**src/rtl/imm_pkg.sv**
```systemverilog
// Shared definitions for the immediate extraction path: format codes,
// XLEN legality and the opcode-to-format mapping used by the decoder.
package imm_pkg;

  localparam logic [2:0] IMM_I     = 3'b000;
  localparam logic [2:0] IMM_S     = 3'b001;
  localparam logic [2:0] IMM_U     = 3'b010;
  localparam logic [2:0] IMM_B     = 3'b011;
  localparam logic [2:0] IMM_J     = 3'b100;
  localparam logic [2:0] IMM_SHAMT = 3'b101;
  localparam logic [2:0] IMM_ZIMM  = 3'b110;
  localparam logic [2:0] IMM_RSV   = 3'b111;

  function automatic bit xlen_legal(int xlen);
    return (xlen == 32) || (xlen == 64);
  endfunction

  // Shift-immediates and CSR-immediate forms need funct3 to pick their format.
  function automatic logic [2:0] opcode_to_type(logic [6:0] opcode, logic [2:0] funct3);
    logic [2:0] t;
    t = IMM_RSV;
    case (opcode)
      7'b0000011, 7'b1100111: t = IMM_I;
      7'b0010011, 7'b0011011: t = (funct3[1:0] == 2'b01) ? IMM_SHAMT : IMM_I;
      7'b0100011:             t = IMM_S;
      7'b0110111, 7'b0010111: t = IMM_U;
      7'b1100011:             t = IMM_B;
      7'b1101111:             t = IMM_J;
      7'b1110011:             t = funct3[2] ? IMM_ZIMM : IMM_I;
      default:                t = IMM_RSV;
    endcase
    return t;
  endfunction

endpackage

```
**src/rtl/imm_ext_comb.sv**
```systemverilog
// Purely combinational RISC-V immediate extractor, sign/zero-extended to XLEN.
module imm_ext_comb
  import imm_pkg::*;
#(
  parameter int XLEN = 32
) (
  input  logic [2:0]      type_SE,
  input  logic [31:0]     inst,
  output logic [XLEN-1:0] imm,
  output logic            illegal
);

  logic signed [11:0] i_imm;
  logic signed [11:0] s_imm;
  logic signed [31:0] u_imm;
  logic signed [12:0] b_imm;
  logic signed [20:0] j_imm;

  assign i_imm = inst[31:20];
  assign s_imm = {inst[31:25], inst[11:7]};
  assign u_imm = {inst[31:12], 12'b0};
  assign b_imm = {inst[31], inst[7], inst[30:25], inst[11:8], 1'b0};
  assign j_imm = {inst[31], inst[19:12], inst[20], inst[30:21], 1'b0};

  // Signed sources sign-extend through the size cast.
  always_comb begin
    imm     = '0;
    illegal = 1'b0;
    case (type_SE)
      IMM_I:     imm = XLEN'(i_imm);
      IMM_S:     imm = XLEN'(s_imm);
      IMM_U:     imm = XLEN'(u_imm);
      IMM_B:     imm = XLEN'(b_imm);
      IMM_J:     imm = XLEN'(j_imm);
      IMM_SHAMT: imm = (XLEN == 64) ? XLEN'(inst[25:20]) : XLEN'(inst[24:20]);
      IMM_ZIMM:  imm = XLEN'(inst[19:15]);
      default:   illegal = 1'b1;
    endcase
  end

endmodule

```
**src/rtl/imm_ext_pipe.sv**
```systemverilog
// Handshaked immediate extraction stage: extractor feeding an output
// register backed by one skid entry, so in_ready comes straight from a flop.
module imm_ext_pipe
  import imm_pkg::*;
#(
  parameter int XLEN       = 32,
  parameter int GEN_TARGET = 1
) (
  input  logic            clk,
  input  logic            rst_n,
  input  logic            flush,
  input  logic            in_valid,
  output logic            in_ready,
  input  logic [31:0]     inst,
  input  logic [2:0]      type_SE,
  input  logic [XLEN-1:0] pc,
  output logic            out_valid,
  input  logic            out_ready,
  output logic [XLEN-1:0] inmExt,
  output logic [XLEN-1:0] target,
  output logic            illegal
);

  if (!xlen_legal(XLEN)) begin : g_bad_xlen
    $error("imm_ext_pipe: XLEN must be 32 or 64");
  end

  logic [XLEN-1:0] imm_p0;
  logic [XLEN-1:0] tgt_p0;
  logic            ill_p0;
  logic            accept_p0;
  logic            load_out_p0;

  logic            vld_p1;
  logic [XLEN-1:0] imm_p1;
  logic [XLEN-1:0] tgt_p1;
  logic            ill_p1;
  logic            skid_vld_p1;
  logic [XLEN-1:0] skid_imm_p1;
  logic [XLEN-1:0] skid_tgt_p1;
  logic            skid_ill_p1;

  imm_ext_comb #(.XLEN(XLEN)) u_ext (
    .type_SE (type_SE),
    .inst    (inst),
    .imm     (imm_p0),
    .illegal (ill_p0)
  );

  if (GEN_TARGET != 0) begin : g_target
    assign tgt_p0 = pc + imm_p0;
  end else begin : g_no_target
    assign tgt_p0 = '0;
  end

  assign accept_p0   = in_valid && !skid_vld_p1 && !flush;
  assign load_out_p0 = !vld_p1 || out_ready;

  // ---- stage p0 -> p1: output register and skid entry ----
  always_ff @(posedge clk or negedge rst_n) begin
    if (!rst_n) begin
      vld_p1      <= 1'b0;
      imm_p1      <= '0;
      tgt_p1      <= '0;
      ill_p1      <= 1'b0;
      skid_vld_p1 <= 1'b0;
      skid_imm_p1 <= '0;
      skid_tgt_p1 <= '0;
      skid_ill_p1 <= 1'b0;
    end else if (flush) begin
      vld_p1      <= 1'b0;
      skid_vld_p1 <= 1'b0;
    end else if (load_out_p0) begin
      if (skid_vld_p1) begin
        vld_p1      <= 1'b1;
        imm_p1      <= skid_imm_p1;
        tgt_p1      <= skid_tgt_p1;
        ill_p1      <= skid_ill_p1;
        skid_vld_p1 <= 1'b0;
      end else if (accept_p0) begin
        vld_p1 <= 1'b1;
        imm_p1 <= imm_p0;
        tgt_p1 <= tgt_p0;
        ill_p1 <= ill_p0;
      end else begin
        vld_p1 <= 1'b0;
      end
    end else if (accept_p0) begin
      // Output is stalled: park the new beat behind it.
      skid_vld_p1 <= 1'b1;
      skid_imm_p1 <= imm_p0;
      skid_tgt_p1 <= tgt_p0;
      skid_ill_p1 <= ill_p0;
    end
  end

  assign in_ready  = !skid_vld_p1;
  assign out_valid = vld_p1;
  assign inmExt    = imm_p1;
  assign target    = tgt_p1;
  assign illegal   = ill_p1;

endmodule

```
**config.mk**
```make
export PLATFORM = sky130hd
export DESIGN_NAME = imm_ext_pipe
export DESIGN_NICKNAME = d
export VERILOG_FILES = /design/src/rtl/imm_pkg.sv /design/src/rtl/imm_ext_comb.sv /design/src/rtl/imm_ext_pipe.sv
export SDC_FILE = /design/constraint.sdc
export NUM_CORES = 1
export LEC_CHECK = 0
export CORE_MARGIN = 10
export CORE_UTILIZATION = 53
export DETAILED_ROUTE_END_ITERATION = 8
export PLACE_DENSITY_LB_ADDON = 0.2
export SYNTH_ARGS = -nofsm -noshare
export SYNTH_HDL_FRONTEND = slang
export SYNTH_HIERARCHICAL = 1
export SYNTH_SLANG_ARGS = --single-unit
```
**constraint.sdc**
```tcl
create_clock -name clk -period 1.9 [get_ports clk]
set_input_delay 0.475 -clock clk [delete_from_list [all_inputs] [get_ports clk]]
set_output_delay 0.475 -clock clk [all_outputs]
set_load 0.05 [all_outputs]
```
After elaboration in Yosys (flattened, before gate mapping)
Cells that the tools add are included.
{"block": "totals", "reg_bits": 132, "elab_cells": 45, "inputBits": 72}
{"block": "classes", "bitwise_logic": 2, "n_reduce_logical": 13, "mux": 15, "n_addsub": 1, "eq_ne": 6}
{"operator": "$pmux 32 s7", "count": 1}
{"operator": "$mux 32", "count": 4}
{"operator": "$add 32x32->32", "count": 1}
{"operator": "$mux 1", "count": 10}
{"operator": "$eq 3x3->1 const B", "count": 3}
{"operator": "$reduce_or 7->1", "count": 1}
{"operator": "$eq 3x2->1 const B", "count": 2}
{"operator": "$reduce_and 3->1", "count": 2}
{"operator": "$reduce_bool 2->1", "count": 2}
{"operator": "$eq 3x1->1 const B", "count": 1}
{"operator": "$logic_not 1->1", "count": 3}
{"operator": "$logic_not 3->1", "count": 1}
{"operator": "$reduce_bool 3->1", "count": 1}
{"operator": "$logic_and 1x1->1", "count": 2}
{"operator": "$not 1->1", "count": 2}
{"operator": "$logic_or 1x1->1", "count": 1}

Longest topological paths before layout
{"block": "logic_depth", "ltp_word": 7, "mapped_depth": 16}

Hierarchy
Netlist, hierarchy kept.
{"mod": "imm_ext_pipe", "cells_per_inst": 691, "area_per_inst_um2": 6974.2, "instances": 1}
{"mod": "imm_ext_comb", "cells_per_inst": 93, "area_per_inst_um2": 543.0, "instances": 1}

Worst setup path after synthesis
Ideal clock, no wire load.
{"block": "synth_timing", "path_type": "input to register", "start": "input type_SE[0]", "end": "register tgt_p1[28] (netlist: target[28])", "t_arrival_ps": 3624, "cell_stages": 16, "t_required_ps": 1818, "setup_ps": 82, "path_buffers": 1, "path_slack_ps": -1806, "path_cell_list": "buf_6 > mux2i_1 > nor3_1 > a311o_1 > ha_1 > fa_1 > a21o_1 > a221oi_4 > o221a_4 > o221a_4 > o21bai_4 > a41o_1 > a221oi_2 > xnor2_1 > nand2_1 > a31oi_1"}
{"block": "synth_between", "elab_chain_len": 5, "elab_cells_between_ends": 11, "cone_classes": "add/sub (1); eq/ne (6); mux (3); reduce/logical (1)"}
{"element": "start, declared", "line_no": "imm_ext_pipe.sv:15", "text": "input logic [2:0] type_SE,"}
{"element": "$eq 3x3->1 (tied with other cells)", "line_no": "imm_ext_comb.sv:29", "text": "case (type_SE)"}
{"element": "$pmux 32 s7 *", "line_no": "imm_ext_comb.sv:29"}
{"element": "via imm_p0[0]", "line_no": "imm_ext_pipe.sv:28", "text": "logic [XLEN-1:0] imm_p0;"}
{"element": "$add 32x32->32 *", "line_no": "imm_ext_pipe.sv:51", "text": "assign tgt_p0 = pc + imm_p0;"}
{"element": "$mux 32 *", "line_no": "imm_ext_pipe.sv:80", "text": "end else if (accept_p0) begin"}
{"element": "$mux 32 *", "line_no": "imm_ext_pipe.sv:74", "text": "if (skid_vld_p1) begin"}
{"element": "end signal, assigned", "line_no": "imm_ext_pipe.sv:77", "text": "tgt_p1 <= skid_tgt_p1;"}
{"element": "end signal, assigned", "line_no": "imm_ext_pipe.sv:83", "text": "tgt_p1 <= tgt_p0;"}
{"element": "end, declared", "line_no": "imm_ext_pipe.sv:36", "text": "logic [XLEN-1:0] tgt_p1;"}
The timed path passes the listed nets; every way through them passes the cells marked *. The select of a mux whose other input is x is not followed.
A chain may end at the register's enable or synchronous reset.

Worst setup path after layout
{"block": "layout_timing", "start": "input inst[15]", "end": "register skid_tgt_p1[28]"}
{"block": "layout_between", "elab_chain_len": 2}
{"element": "start, declared", "line_no": "imm_ext_pipe.sv:14", "text": "input logic [31:0] inst,"}
{"element": "$pmux 32 s7", "line_no": "imm_ext_comb.sv:29"}
{"element": "via imm_p0[0]", "line_no": "imm_ext_pipe.sv:28"}
{"element": "$add 32x32->32", "line_no": "imm_ext_pipe.sv:51"}
{"element": "end signal, assigned", "line_no": "imm_ext_pipe.sv:92", "text": "skid_tgt_p1 <= tgt_p0;"}
{"element": "end, declared", "line_no": "imm_ext_pipe.sv:40", "text": "logic [XLEN-1:0] skid_tgt_p1;"}
The timed path passes the listed nets, and every way through them passes these cells.

==> reports/results.md <==
| Result | Value |
|:---|:---|
| Run status | complete, but fails checks |
| Violations in the final reports | negative setup slack |
| Power per unit of standard cell area | 1020 nW/um^2 |
| Clock buffer count from CTS | 17 |
| Fraction of synthesis flops using an asynchronous set or reset pin | 1.00 |
| Gate count after technology mapping | 784 |
| TritonCTS sink count | 132 |
| X dimension of the die | 139 um |
| Detailed Place HPWL | 18700 um |
| I/O pin total | 139 |
| Final number of hold-violating endpoints | 0 |
| TritonCTS clock tree | yes |
| Share of total power in the clock network | 0.281 |
| Synthesis Warnings | 6 |
| Mean routed wirelength per cell | 20.6 um |
| Most common cell in the netlist | dfrtp_1 |
| Number of buffer and inverter instances along the worst setup path | 1 |
| Flop pwr share | 0.329 |
| Syn nets | 888 |
| Clock latency of the later-clocked register in the worst-skew pair | 0.43 ns |
| Worst path max stage delay | 0.39 ns |
| Data arrival time at the worst-slack endpoint | 3.69 ns |
| Worst Max-Slew Pin Slew | 0.440 ns |
| Cell types with the largest area share after synthesis | dfrtp_1 (44%), mux2_2 (7.8%), nand2_1 (5.8%), o21ai_0 (5.6%), mux2i_1 (5.3%) |
| Die area | 19300 um^2 |
| Count of final setup violators | 63 |
| Layout net count | 1196 |
| Number of antenna violations at the first check in global routing | 0 |
| Placeable Area | 13900 um^2 |
| Number of global-route vias before repair | 7843 |
| Clock-pin slew on the worst setup and hold paths | 0.06 ns |
| Synthesized area per cell | 9.59 um^2 |
| Count of H-tree levels built during CTS | 4 |
| Fraction of the yosys area taken by sequential cells | 0.439 |
| Post-Route Setup TNS | -61.61 ns |
| Vias after detailed routing | 7429 |
| Dominant cell type by count on the critical path | o221a_4 |
| CP delay by family, top | compound AO/OA/AOI/OAI gates |
| Post-Syn Area | 7520 um^2 |
| Unrepaired setup endpoints after global routing | yes |
| Placer's final routability congestion estimate | 0.889 |
| Number of buffers added on ports | 131 |
| Largest area contributor in the synthesized netlist | dfrtp_1 |
| Class of the most critical setup path | input pin to flip-flop |
| DRT iter0 DRCs | 526 |
| First-pass GRT wire length | 41300 um |
| Pin count of the biggest net entering global routing | 56 |
| Overall overflow remaining after global route | 0 |
| Peak clock frequency supported by timing | 0.296 GHz |
| Required time worst endpoint | 2.21 ns |
| Cell types with the highest counts after synthesis | dfrtp_1 (132), nand2_1 (117), o21ai_0 (84) |
| Static leakage power | 5.49 nW |
| Share of post-route cells with drive strength above 1 | 0.422 |
| Post-synth top area share | 0.439 |
| Remaining number of nets flagged by the antenna check after routing | 0 |
| Worst slew margin relative to its limit | 0.707 |
| Path category of the worst min-delay check | input pin to async pin |
| Total GRT Usage | 0.263 |
| Max Fanout on Critical Path | 3 |
| Maximum Capacitance Violations | 0 |
| Starting Density | 0.542 |
| Worst Setup Slack, final | -1.48 ns |
| Area taken by flip-flops and latches | 3310 um^2 |
| Slowest cell on the critical path | a311o_1 |
| Number of fill cells | 774 |
| Multi-input combinational cell area | 4680 um^2 |
| Fin Clk Skew | 0.00640 ns |
| ANT cells | 0 |
| DRC | 0 |
| Final worst path period share | 1.78 |
| Number of flops mapped to enable cells by yosys | 0 |
| Combinational share of power | 0.390 |
| Count of cell types in the netlist | 58 |
| Pwr Total | 0.0119 W |
| Peak VDD IR | 0.689 mV |
| Cell chain of the critical path | clkbuf_2 > and4_1 > a311o_1 > ha_2 > fa_2 > a21o_1 > a221oi_4 > o221a_4 > o221a_4 > o21bai_4 > a41o_1 > a221oi_2 > xnor2_1 > mux2_4 |
| Root buffer selected by CTS | clkbuf_16 |
| Switch share | 0.365 |
| Sum of routed wire length over all layers | 26400 um |
| Top_reg_cell synth | dfrtp_1 |
| DIE HEIGHT | 139 um |
| Min Tclk post-route | 3.38 ns |
| Growth of design area from synthesis to finish | 55.7% |
| Internal Pwr Total | 0.00759 W |
| Crit path capture type | flip-flop |
| Number of rows in the core area | 43 |
| Switching power summed over all nets | 0.00436 W |
| Synthesized flop and latch total | 132 |
| 1st-pass router iterations | 5 |
| Vias per cell | 5.79 |
| Startpoint kind of the worst setup timing path | input pin |
| Number of pins exceeding their max-slew limit in the final report | 0 |
| Clk buf depth | 2 |
==> cells by family after synthesis <==
logic type | synth area share
AOI/OAI and AO/OA | 0.180
DFF | 0.439
xor gates and xnor gates | 0.0350
and+or+nand+nor | 0.129
adders and majority gates | 0.0543
muxes | 0.131
buffers and inverters | 0.0315
==> timing repair <==
| action | CTS | global route |
|---|---|---|
| endpoints found under the hold margin | 16 | 0 |
| hold buffers | 1 | 0 |
| gates resized for setup | 92 | 72 |
| pin swaps | 47 | 46 |
| setup buffers | 25 | 17 |
| endpoints found under the setup margin | 97 | 64 |
==> metal layers <==
metal | vias to the layer above | global-route usage | wire, um
met5 | - | 0 | 0
met4 | 0 | 0.114 | 902
met3 | 70 | 0.0610 | 1750
met2 | 329 | 0.453 | 13300
met1 | 3624 | 0.306 | 10500
li1 | 3406 | - | -
==> power groups by stage <==
| stage | logic [W] | registers [W] | clock network, W |
|---|---|---|---|
| 2_1_floorplan | 0.00150 | 0.00483 | 0 |
| 3_3_place_gp | 0.00404 | 0.00387 | 0 |
| 3_5_place_dp | 0.00415 | 0.00394 | 0 |
| 4_1_cts | 0.00443 | 0.00391 | 0.00336 |
| 5_1_grt | 0.00495 | 0.00400 | 0.00352 |
| 6_report | 0.00466 | 0.00393 | 0.00335 |
==> state kept, by name, summed over array words and instances (netlist names) <==
name	cells
skid_tgt_p1	32
inmExt	32
skid_ill_p1	1
target	32
illegal	1
skid_imm_p1	32
skid_vld_p1	1
out_valid	1
==> worst paths after layout <==
check	cells past startpoint	slack (ns)	from	end
hold / removal	2	0.49	rst_n	target[6]$_DFFE_PN0P_
min in group clk	2	0.49	inmExt[1]$_DFFE_PN0P_	inmExt[1]$_DFFE_PN0P_
setup / recovery	14	-1.48	inst[15]	skid_tgt_p1[28]$_DFFE_PN0P_
hold reg to reg	2	0.49	inmExt[1]$_DFFE_PN0P_	inmExt[1]$_DFFE_PN0P_
max in group asynchronous	3	0.89	rst_n	skid_imm_p1[21]$_DFFE_PN0P_
setup reg to reg	6	0.12	out_valid$_DFFE_PN0N_	inmExt[27]$_DFFE_PN0P_
==> per-stage QoR <==
step           area (um^2)   util  instances  setup WS [ns]  hold WS [ns]
3_3_place_gp         10200  0.734       1217          -2.31         0.384
2_1_floorplan         7620      -        784          -1.74         0.179
6_report             11700  0.843       1284          -1.48         0.486
4_1_cts              11300  0.813       1272          -1.48         0.488
3_5_place_dp         10200  0.734       1217          -2.39         0.388
5_1_grt              11700  0.843       1284          -1.60         0.507
==> placed cells by master, fill, tap and decap left out, types with 4 or more instances in the layout <==
cell and n:
nor2_2 4, nand3_2 5, a21o_1 12, a31oi_1 16, and3_1 10, clkinvlp_4 4, a21oi_2 9, xnor2_2 10
nor2b_1 6, mux2i_1 39, ha_4 10, o21ai_2 4, and2_1 10, xor2_1 8, o211ai_1 7, nand2_2 4
o21ai_0 52, clkdlybuf4s50_1 55, buf_12 10, ha_1 19, buf_6 15, o21a_1 4, o21ai_1 38, nand3_1 10
xor2_2 4, buf_4 250, nor3_1 5, xnor2_1 4, clkbuf_16 17, inv_1 6, dfrtp_1 130, nand2_1 110
nor2_1 31, a21oi_1 45, mux2_2 49
==> area by class of cell <==
class / instances / share of cell area
clock inverter: 12 / 0.0134
inverter: 7 / 0.00225
timing repair buffer: 338 / 0.245
multi-input combinational: 596 / 0.400
sequential: 132 / 0.282
clock buffer: 19 / 0.0378
tap: 180 / 0.0192
(Power assumes the default switching activity.)
